**src/rtl/scan_pkg.sv**
```systemverilog
// Shared types and default widths for the frame scan controller.
package scan_pkg;
  localparam int DEF_COL_BITS  = 10;
  localparam int DEF_ROW_BITS  = 10;
  localparam int DEF_ADDR_BITS = 20;

  typedef enum logic [1:0] {
    IDLE = 2'd0,
    SCAN = 2'd1,
    DONE = 2'd2
  } scan_state_t;
endpackage

```
**src/rtl/flex_counter.sv**
```systemverilog
// Generic wrap-around counter: counts 0..rollover_val and back to 0.
// Active-low asynchronous reset; clear has priority over count_enable.
module flex_counter #(
  parameter int NUM_BITS = 4
) (
  input  logic                clk,
  input  logic                n_rst,
  input  logic                clear,
  input  logic                count_enable,
  input  logic [NUM_BITS-1:0] rollover_val,
  output logic [NUM_BITS-1:0] count_out,
  output logic                rollover_flag
);
  logic [NUM_BITS-1:0] r_count;
  logic                w_at_max;

  assign w_at_max = (r_count == rollover_val);

  always_ff @(posedge clk or negedge n_rst) begin
    if (!n_rst)
      r_count <= '0;
    else if (clear)
      r_count <= '0;
    else if (count_enable)
      r_count <= w_at_max ? '0 : r_count + NUM_BITS'(1);
  end

  assign count_out     = r_count;
  assign rollover_flag = w_at_max;
endmodule

```
**src/rtl/frame_scan_controller.sv**
```systemverilog
// Raster-scan sequencer: walks a width x height window issuing one memory
// read per pixel over req/ack, with coordinates and eol/eof markers.
module frame_scan_controller
  import scan_pkg::*;
#(
  parameter int COL_BITS  = DEF_COL_BITS,
  parameter int ROW_BITS  = DEF_ROW_BITS,
  parameter int ADDR_BITS = DEF_ADDR_BITS
) (
  input  logic                 clk,
  input  logic                 rst,
  input  logic                 start,
  input  logic                 abort,
  input  logic [COL_BITS-1:0]  img_width,
  input  logic [ROW_BITS-1:0]  img_height,
  input  logic [ADDR_BITS-1:0] base_addr,
  input  logic                 mem_ack,
  output logic                 mem_req,
  output logic [ADDR_BITS-1:0] mem_addr,
  output logic [COL_BITS-1:0]  col,
  output logic [ROW_BITS-1:0]  row,
  output logic                 eol,
  output logic                 eof,
  output logic                 busy,
  output logic                 done
);
  scan_state_t          r_state;
  logic                 r_rst_n;
  logic                 r_mem_req;
  logic                 r_done;
  logic [COL_BITS-1:0]  r_width;
  logic [ROW_BITS-1:0]  r_height;
  logic [ADDR_BITS-1:0] r_addr;

  logic                 w_start_acc;
  logic                 w_col_en;
  logic                 w_row_en;
  logic                 w_col_last;
  logic                 w_row_last;
  logic                 w_eol;
  logic                 w_eof;
  logic [COL_BITS-1:0]  w_col;
  logic [ROW_BITS-1:0]  w_row;
  logic [COL_BITS-1:0]  w_col_max;
  logic [ROW_BITS-1:0]  w_row_max;

  assign w_start_acc = start & (r_state == IDLE);
  assign w_col_en    = r_mem_req & mem_ack & ~abort;
  assign w_row_en    = w_col_en & w_col_last;
  assign w_col_max   = r_width - COL_BITS'(1);
  assign w_row_max   = r_height - ROW_BITS'(1);

  // Counter reset is async active-low; feed it from a flopped copy of rst.
  always_ff @(posedge clk) begin
    r_rst_n <= ~rst;
  end

  flex_counter #(.NUM_BITS(COL_BITS)) u_col_cnt (
    .clk           (clk),
    .n_rst         (r_rst_n),
    .clear         (w_start_acc),
    .count_enable  (w_col_en),
    .rollover_val  (w_col_max),
    .count_out     (w_col),
    .rollover_flag (w_col_last)
  );

  flex_counter #(.NUM_BITS(ROW_BITS)) u_row_cnt (
    .clk           (clk),
    .n_rst         (r_rst_n),
    .clear         (w_start_acc),
    .count_enable  (w_row_en),
    .rollover_val  (w_row_max),
    .count_out     (w_row),
    .rollover_flag (w_row_last)
  );

  assign w_eol = r_mem_req & w_col_last;
  assign w_eof = w_eol & w_row_last;

  // DONE is entered with r_done already set from SCAN; a zero-size frame
  // enters with it clear and spends one extra cycle before pulsing.
  always_ff @(posedge clk) begin
    if (rst) begin
      r_state   <= IDLE;
      r_mem_req <= 1'b0;
      r_done    <= 1'b0;
      r_width   <= '0;
      r_height  <= '0;
      r_addr    <= '0;
    end else begin
      case (r_state)
        IDLE: begin
          if (start) begin
            r_width  <= img_width;
            r_height <= img_height;
            r_addr   <= base_addr;
            if (img_width == '0 || img_height == '0) begin
              r_state <= DONE;
            end else begin
              r_state   <= SCAN;
              r_mem_req <= 1'b1;
            end
          end
        end
        SCAN: begin
          if (abort) begin
            r_state   <= IDLE;
            r_mem_req <= 1'b0;
          end else if (mem_ack) begin
            r_addr <= r_addr + ADDR_BITS'(1);
            if (w_eof) begin
              r_state   <= DONE;
              r_mem_req <= 1'b0;
              r_done    <= 1'b1;
            end
          end
        end
        DONE: begin
          if (r_done) begin
            r_state <= IDLE;
            r_done  <= 1'b0;
          end else begin
            r_done <= 1'b1;
          end
        end
        default: begin
          r_state   <= IDLE;
          r_mem_req <= 1'b0;
          r_done    <= 1'b0;
        end
      endcase
    end
  end

  assign mem_req  = r_mem_req;
  assign mem_addr = r_addr;
  assign col      = w_col;
  assign row      = w_row;
  assign eol      = w_eol;
  assign eof      = w_eof;
  assign busy     = (r_state != IDLE);
  assign done     = r_done;
endmodule

```
**config.mk**
```make
export PLATFORM = sky130hd
export DESIGN_NAME = frame_scan_controller
export DESIGN_NICKNAME = d
export VERILOG_FILES = /design/src/rtl/scan_pkg.sv /design/src/rtl/flex_counter.sv /design/src/rtl/frame_scan_controller.sv
export SDC_FILE = /design/constraint.sdc
export NUM_CORES = 1
export LEC_CHECK = 0
export CORE_MARGIN = 10
export CORE_UTILIZATION = 47
export DETAILED_ROUTE_END_ITERATION = 10
export PLACE_DENSITY = 0.85
export SYNTH_ARGS = -nofsm -noshare
export SYNTH_HDL_FRONTEND = slang
export SYNTH_SLANG_ARGS = --single-unit
```
**constraint.sdc**
```tcl
create_clock -name clk -period 2.1 [get_ports clk]
set_clock_uncertainty 0.1 [all_clocks]
set_input_delay 0.21 -clock clk [delete_from_list [all_inputs] [get_ports clk]]
set_output_delay 0.21 -clock clk [all_outputs]
set_load 0.03 [all_outputs]
```
# == After elaboration in Yosys (flattened, before gate mapping) ==
# Cells that the tools add are included.
# word_totals
reg_bits,65
latchBits,0
mem_bits_rw,0
rom_bits,0
inputBits,45
out_inout_bits,45
wordCells,77
memories,0
# classes
n_addsub,5
multipliers,0
n_div,0
order_cmp,0
eq_ne,12
shifts,0
mux,28
bitwise,10
n_reduce_logical,13
# op_table
op,count
$mux W10,6
$mux W20,3
$pmux W20 S2,1
$add A10 B1 Y10 const B,2
$add A20 B1 Y20 const B,1
$eq A10 B10 Y1,2
$logic_not A10 Y1,2
$sub A10 B1 Y10 const B,2
$mux W2,6
$ne A2 B2 Y1 const B,6
$reduce_and A4 Y1,3
$mux W1,9
$reduce_bool A2 Y1,4
$and A1 B1 Y1,6
$ne A3 B3 Y1 const B,2
$pmux W1 S3,2
$pmux W2 S3,1
$reduce_and A5 Y1,1
$not A1 Y1,4
$eq A2 B1 Y1 const B,1
$eq A2 B2 Y1 const B,1
$logic_not A2 Y1,1
$reduce_and A2 Y1,1
$logic_or A1 B1 Y1,1

# == Depth between registers and ports, before layout ==
# Gate-level depths: netlist (run 1).
# depth
ltp_word,8
depth_mapped,12
depth_no_buf,9

# == Cells and area by module ==
# From an unflattened synthesis (run 1), not the netlist that was laid out.
# hier_totals
hier_cells,502
hier_area_um2,4159.0
# by_module_without_submodules
module,instances,cells_per_inst,area_per_inst_um2,seq_area_each_um2
frame_scan_controller,1,352,2612.5,900.9
flex_counter,2,75,773.2,250.2

# == Worst setup path after synthesis (run 1) ==
# Ideal clock, no wire load.
# synth_timing
path_type,flip-flop to output port
from,register r_width[3]
to,output port eof
t_arrival_ps,2324
t_required_ps,1790
setup_slack_ps,-534
path_stages_with_launch,10
path_buffers,2
path_cell_list,dfxtp_1 -> buf_6 -> or4_1 -> or3_1 -> a32oi_1 -> a21o_1 -> and2_1 -> buf_6 -> nand2b_1 -> nor2_1
# synth_via
elab_chain_len,4
# synth_lines
item,line,text
"start, declared",frame_scan_controller.sv:31,logic [COL_BITS-1:0] r_width;
"start signal, assigned",frame_scan_controller.sv:95,r_width <= img_width;
$sub A10 B1 Y10,frame_scan_controller.sv:50,assign w_col_max = r_width - COL_BITS'(1);
$eq A10 B10 Y1,flex_counter.sv:17,assign w_at_max = (r_count == rollover_val);
$and A1 B1 Y1,frame_scan_controller.sv:78,assign w_eol = r_mem_req & w_col_last;
$and A1 B1 Y1,frame_scan_controller.sv:79,assign w_eof = w_eol & w_row_last;
"end, declared",frame_scan_controller.sv:23,"output logic eof,"
# Every way passes these cells.

# == Worst setup path after layout (run 1) ==
# layout_timing
from,register r_width[5]
to,output port eof
# The elaborated chain is that of the path after synthesis.

==> PnR_summary.wiki, run 1 <==
{| class="wikitable"
! Metric !! Value
|-
| Mean instance size in the synthesized netlist || 7.679 sq um
|-
| Placed cell areas || 5796 sq um
|-
| Vert. Die Dim || 113.9 um
|-
| Hold buffer count at CTS || 0
|-
| Cell Area, Synth || 4146 sq um
|-
| Startpoint type of the worst setup path || register
|-
| Number of antenna-violating nets in the routed design || 0
|-
| Primary FF master, synth || sky130_fd_sc_hd__dfxtp_1
|-
| Average wire length per cell after detail routing || 21.46 um
|-
| Gr usage total || 24.01%
|-
| Clock transition at the registers of the reported paths || 80 ps
|-
| Vias per inst || 6.440
|-
| Type of the worst setup path || register to primary output
|-
| Number of max-slew violations in the final report || 0
|-
| Share of synthesized area occupied by flip-flops and latches || 33.80%
|-
| Fraction of layout instances using a drive strength above 1 || 26.91%
|-
| Final Core Density || 75.53%
|-
| Number of standard cells after synthesis || 540
|-
| Maximum net fanout on the critical path || 3
|-
| Largest net degree at the start of global routing || 43
|-
| Starting Density || 48.02%
|-
| Number of unique standard cell types used by synthesis || 66
|-
| Max IR drop VDD || 0.7709 mV
|-
| Post-Synthesis Net Count || 593
|-
| Commonest cells after routing, fill and taps aside || sky130_fd_sc_hd__buf_4, sky130_fd_sc_hd__clkdlybuf4s50_1, sky130_fd_sc_hd__nand2_1
|-
| Buffer type at the clock tree root || sky130_fd_sc_hd__clkbuf_8
|-
| Measured slew at the worst slew-check pin || 790.5 ps
|-
| Number of sinks handled by clock tree synthesis || 65
|-
| Number of ports placed on the die boundary || 90
|-
| First-pass DRT Iterations || 5
|-
| Half-perimeter wire length after detailed placement || 10.02 mm
|-
| Min-delay worst type || register to async pin
|-
| Share of async-settable or async-resettable flops after synthesis || 30.77%
|-
| Die area || 12,980 sq um
|-
| DRT iter0 DRCs || 538
|-
| Clock tree buffer depth || 2
|-
| Filler instances || 543
|-
| Final Total Pwr || 7.594 mW
|-
| Min cycle time layout || 3031 ps
|-
| Outcome || finished with violations
|-
| Gp weighted congestion || 0.9148
|-
| Post-detailed-route DRC marker count || 0
|-
| Element type at the critical path end || primary output
|-
| Worst R2R Path Depth || 12
|-
| Number of inserted diodes || 0
|-
| Static leakage || 2.615 nW
|-
| Port buffer count || 89
|-
| TritonCTS buffer count || 9
|-
| First-pass GRT wire length || 25.93 mm
|-
| Failing checks || negative setup slack
|-
| Data arrival time of the worst path || 2720 ps
|-
| Core area || 8636 sq um
|-
| Vias post-DR || 5,339
|-
| Required arrival time at the worst endpoint || 1790 ps
|-
| Standard-cell rows || 34
|-
| Post-route cell area || 6523 sq um
|-
| Setup repair after global routing missed its margin || true
|-
| Max-cap viol count || 0
|-
| Power Dens Cells || 1164 nW/um^2
|-
| Worst Setup Slack, final || -930.7 ps
|-
| Endpoints failing setup || 26
|-
| FF+latch count, synth || 65
|-
| Share of the clock period used by the worst path || 144.3%
|-
| Number of enable flip-flop cells after synthesis || 0
|-
| Final #Nets || 769
|-
| Final routed wirelength across all metal layers || 17.79 mm
|-
| Final hold violation count || 0
|-
| Number of antenna violations at the first check in global routing || 0
|-
| Count of H-tree levels built during CTS || 3
|-
| Via count of the first global-routing pass || 5,158
|-
| Die W || 113.9 um
|-
| Skew-Pair Late Insertion Delay || 360 ps
|-
| Count of synthesis-stage warnings from yosys || 0
|-
| Maximum clock frequency || 0.3300 GHz
|-
| Relative slew margins || 47.10%
|-
| Total congestion overflow || 0
|-
| Most common cell after layout, fill and taps aside || sky130_fd_sc_hd__buf_4
|-
| Area Growth Syn to Fin || 57.30%
|-
| Clock tree from TritonCTS || done
|}
-- where the power goes --
group,internal [mW],switching (mW)
Combinational,2.01,2.55
Sequential,1.54,0.325
Clock,0.644,0.527
-- final cells by class --
type	instances	area, sq um	area share [%]
timing repair buffer	199	1844	28.28
clock buffer	12	165.2	2.532
clock inverter	4	50.05	0.7673
sequential	65	1423	21.81
tap	108	135.1	2.072
inverter	14	52.55	0.8057
multi-input combinational	427	2853	43.74
-- state kept, by name, indices dropped and copies added (netlist names) --
register / flops
mem_addr: 20
u_row_cnt.count_out: 10
r_state: 2
r_width: 10
r_height: 10
done: 1
u_col_cnt.count_out: 10
r_rst_n: 1
mem_req: 1
-- cells in the mapped netlist (3+ instances only) --
cell type	number	share of area [%]
sky130_fd_sc_hd__a211oi_1	6	1.1
sky130_fd_sc_hd__o22ai_1	4	0.60
sky130_fd_sc_hd__a41oi_1	3	0.63
sky130_fd_sc_hd__a22oi_1	4	0.72
sky130_fd_sc_hd__a32o_1	5	1.2
sky130_fd_sc_hd__nor2_1	47	4.3
sky130_fd_sc_hd__a211o_1	3	0.63
sky130_fd_sc_hd__inv_1	14	1.3
sky130_fd_sc_hd__nor4_1	8	1.2
sky130_fd_sc_hd__dfrtp_1	20	12
sky130_fd_sc_hd__nand2_1	83	7.5
sky130_fd_sc_hd__nand4_1	8	1.2
sky130_fd_sc_hd__a21oi_1	50	6.0
sky130_fd_sc_hd__nand2b_1	4	0.60
sky130_fd_sc_hd__a31o_1	7	1.5
sky130_fd_sc_hd__and3_1	10	1.5
sky130_fd_sc_hd__and2_1	7	1.1
sky130_fd_sc_hd__or4_1	3	0.54
sky130_fd_sc_hd__nor2b_1	9	1.4
sky130_fd_sc_hd__o22a_1	6	1.3
sky130_fd_sc_hd__mux2i_1	3	0.72
sky130_fd_sc_hd__nor3_1	18	2.2
sky130_fd_sc_hd__xnor2_1	17	3.6
sky130_fd_sc_hd__clkbuf_1	26	2.4
sky130_fd_sc_hd__a22o_1	3	0.63
sky130_fd_sc_hd__buf_1	4	0.36
sky130_fd_sc_hd__buf_6	3	0.81
sky130_fd_sc_hd__dfxtp_1	45	22
sky130_fd_sc_hd__nand3_1	21	2.5
sky130_fd_sc_hd__nor3b_1	6	1.1
sky130_fd_sc_hd__and4_1	3	0.63
sky130_fd_sc_hd__xor2_1	7	1.5
sky130_fd_sc_hd__or2_2	3	0.45
sky130_fd_sc_hd__ha_1	8	2.4
sky130_fd_sc_hd__o21ai_0	28	3.4
sky130_fd_sc_hd__a21o_1	5	0.91
-- through the flow --
| step | TNS [ps] | setup slack, ps | hold slack (ps) | instances |
|---|---|---|---|---|
| final | -18800 | -930.7 | 83.83 | 829 |
| after global routing | -19430 | -969.0 | 103.3 | 829 |
| after CTS | -11100 | -611.4 | 99.24 | 822 |
| after detailed placement | -9482 | -468.9 | 103.0 | 796 |
| after global placement | -7781 | -388.4 | 96.33 | 796 |
| after floorplan | -6294 | -350.2 | 152.5 | 540 |
-- worst paths after layout --
check	startpoint	endpoint	slack, ps
hold reg to reg	r_rst_n	u_col_cnt.count_out[7]	80
max in group asynchronous	r_rst_n	u_col_cnt.count_out[8]	1580
setup / recovery	r_width[5]	eof	-930
setup reg to reg	r_width[5]	u_row_cnt.count_out[9]	-870
min in group clk	img_height[0]	r_height[0]	340
hold / removal	r_rst_n	u_col_cnt.count_out[7]	80
-- what timing repair did --
| action | CTS | global route |
|---|---|---|
| gates cloned | 3 | 1 |
| endpoints found under the setup margin | 28 | 37 |
| gates resized for setup | 36 | 42 |
| hold endpoints to repair | 0 | 0 |
| pin swaps | 12 | 16 |
| setup buffers | 8 | 7 |
-- cell families after synthesis --
kind of cell    synth area share, %
fa+ha+maj                     2.414
mux                          0.9958
simple gates                  28.76
buf+inv                       5.039
flops                         33.80
xor+xnor                      5.069
compound gates                23.93
-- worst max-delay path: stages, from the launching register on --
cell                       delay, ps
sky130_fd_sc_hd__dfxtp_2         360
sky130_fd_sc_hd__nor4_4          380
sky130_fd_sc_hd__buf_4           180
sky130_fd_sc_hd__buf_4           110
sky130_fd_sc_hd__nand3_1         110
sky130_fd_sc_hd__nor4_1          390
sky130_fd_sc_hd__a21o_1          280
sky130_fd_sc_hd__and2_4          230
sky130_fd_sc_hd__nand2b_4         80
sky130_fd_sc_hd__nor2_4          100
sky130_fd_sc_hd__buf_6           140
-- layer usage --
metal	wire length [um]	GRT usage, %	vias to the layer above
met5	0	0	-
met4	1202	15.54	0
met3	2053	8.399	122
met2	8196	39.48	431
met1	6337	25.67	2471
li1	-	-	2315
Note: power is estimated with default switching activity, not from simulation.
==> run 2, diff against run 1 <==
- CTS_CLUSTER_DIAMETER: unset -> 80
- TNS_END_PERCENT: unset -> 50
==> PnR_summary.wiki, run 2 (same netlist as run 1, synthesis figures left out) <==
{| class="wikitable"
! Metric !! Value
|-
| Final hold violation count || 0
|-
| Element type at the critical path end || primary output
|-
| Worst Setup Slack, final || -741.6 ps
|-
| Number of max-slew violations in the final report || 0
|-
| Hold buffer count at CTS || 0
|-
| Register-to-register setup slack || -690 ps
|-
| Die W || 113.9 um
|-
| Critical path's slowest cell || sky130_fd_sc_hd__or4_4
|-
| Measured slew at the worst slew-check pin || 814.6 ps
|-
| Power Dens Cells || 1117 nW/um^2
|-
| Min cycle time layout || 2842 ps
|-
| Maximum clock frequency || 0.3519 GHz
|-
| Min-delay worst type || register to async pin
|-
| Via count of the first global-routing pass || 4,896
|-
| Area Growth Syn to Fin || 50.75%
|-
| Gr usage total || 22.00%
|-
| Average wire length per cell after detail routing || 18.13 um
|-
| Number of inserted diodes || 0
|-
| Skew-Pair Late Insertion Delay || 350 ps
|-
| Max-cap viol count || 0
|-
| Failing checks || negative setup slack
|-
| Core area || 8636 sq um
|-
| First-pass DRT Iterations || 5
|-
| Vias post-DR || 5,010
|-
| Clock transition at the registers of the reported paths || 80 ps
|-
| Final Core Density || 72.38%
|-
| Required arrival time at the worst endpoint || 1790 ps
|-
| Maximum net fanout on the critical path || 3
|-
| Startpoint type of the worst setup path || register
|-
| Starting Density || 48.02%
|-
| Family with the most delay on the worst path || simple AND/OR/NAND/NOR gates
|-
| TritonCTS buffer count || 9
|-
| Final #Nets || 767
|-
| Half-perimeter wire length after detailed placement || 10.00 mm
|-
| Standard-cell rows || 34
|-
| Relative slew margins || 45.50%
|-
| Largest register FFs || 20
|-
| DRT iter0 DRCs || 319
|-
| Vias per inst || 6.058
|-
| Vert. Die Dim || 113.9 um
|-
| Largest stage delay on the critical path || 540 ps
|-
| Post-detailed-route DRC marker count || 0
|-
| Commonest cells after routing, fill and taps aside || sky130_fd_sc_hd__buf_4, sky130_fd_sc_hd__clkdlybuf4s50_1, sky130_fd_sc_hd__nand2_1
|-
| Gp weighted congestion || 0.9186
|-
| Filler instances || 597
|-
| Number of sinks handled by clock tree synthesis || 65
|-
| Share of the clock period used by the worst path || 135.3%
|-
| Number of ports placed on the die boundary || 90
|-
| Port buffer count || 89
|-
| Clock tree from TritonCTS || done
|-
| Static leakage || 2.538 nW
|-
| Final routed wirelength across all metal layers || 15.00 mm
|-
| Data arrival time of the worst path || 2530 ps
|-
| WP buf/inv || 1
|-
| Buffer type at the clock tree root || sky130_fd_sc_hd__clkbuf_8
|-
| Number of antenna violations at the first check in global routing || 0
|-
| Fraction of layout instances using a drive strength above 1 || 23.37%
|-
| Max IR drop VDD || 0.8262 mV
|-
| Endpoints failing setup || 26
|-
| Setup repair after global routing missed its margin || true
|-
| Outcome || finished with violations
|-
| Ordered cell list for the critical path || or4_4 -> or3_4 -> a32oi_2 -> a21o_1 -> and2_4 -> nand2b_4 -> nor2_4 -> buf_6
|-
| Type of the worst setup path || register to primary output
|-
| First-pass GRT wire length || 23.89 mm
|-
| Largest net degree at the start of global routing || 43
|-
| Final Total Pwr || 6.981 mW
|-
| Most common cell after layout, fill and taps aside || sky130_fd_sc_hd__buf_4
|-
| Total congestion overflow || 0
|-
| Clock tree buffer depth || 2
|-
| Number of antenna-violating nets in the routed design || 0
|-
| Count of H-tree levels built during CTS || 3
|-
| Die area || 12,980 sq um
|}
==> run 2: through the flow <==
stage	hold WS (ps)	setup slack, ps	instances	cell area (sq um)	setup TNS, ps
3_3_place_gp	99.38	-389.7	801	5828	-7987
6_report	92.82	-741.6	827	6251	-14300
2_1_floorplan	152.5	-350.2	540	4190	-7403
5_1_grt	129.1	-780.1	827	6251	-15750
3_5_place_dp	106.2	-468.3	801	5828	-10030
4_1_cts	106.7	-707.9	826	6191	-14010
==> run 2: power by group <==
group | switching, mW | internal [mW] | total [mW] | leakage, nW
Combinational | 2.32 | 1.85 | 4.17 | 1.80
Clock | 0.532 | 0.457 | 0.989 | 0.0891
Sequential | 0.296 | 1.53 | 1.83 | 0.648
==> run 2: per-layer routing <==
layer / routed length (um) / GRT usage (%) / share of wire, % / vias to the layer above
li1: - / - / - / 2301
met1: 5681 / 25.04 / 38 / 2355
met2: 7154 / 37.02 / 48 / 284
met3: 1459 / 5.827 / 9.7 / 70
met4: 700 / 11.28 / 4.7 / 0
met5: 0 / 0 / 0 / -
==> run 2: path summary, 6_finish.rpt <==
path	endpoint	startpoint	depth (start not counted)
setup / recovery	eof	r_width[2]	8
hold / removal	u_col_cnt.count_out[3]	r_rst_n	1
setup reg to reg	u_row_cnt.count_out[6]	r_width[2]	10
hold reg to reg	u_col_cnt.count_out[3]	r_rst_n	1
max in group asynchronous	u_col_cnt.count_out[8]	r_rst_n	1
min in group clk	r_height[5]	img_height[5]	3
==> run 2: cell type report <==
cell class                 instances  area (sq um)  area share, %
tap                              108         135.1          2.162
sequential                        65          1410          22.56
clock buffer                      11         141.4          2.262
timing repair buffer             197          1783          28.52
clock inverter                     5         31.28         0.5004
multi-input combinational        427          2698          43.15
inverter                          14         52.55         0.8407
==> run 2: worst reg2reg max path: cells and delay by family, from the launching register on <==
kind	cells	cell delay [ps]
flops	1	350
buf+inv	3	330
compound gates	5	1020
simple gates	2	880
==> run 2: repair_timing <==
item / 4_1_cts / 5_1_grt
gates resized for setup: 25 / 20
gates cloned: 2 / 0
buffers inserted: 7 / 3
pin swaps: 6 / 15
endpoints found under the setup margin: 27 / 32
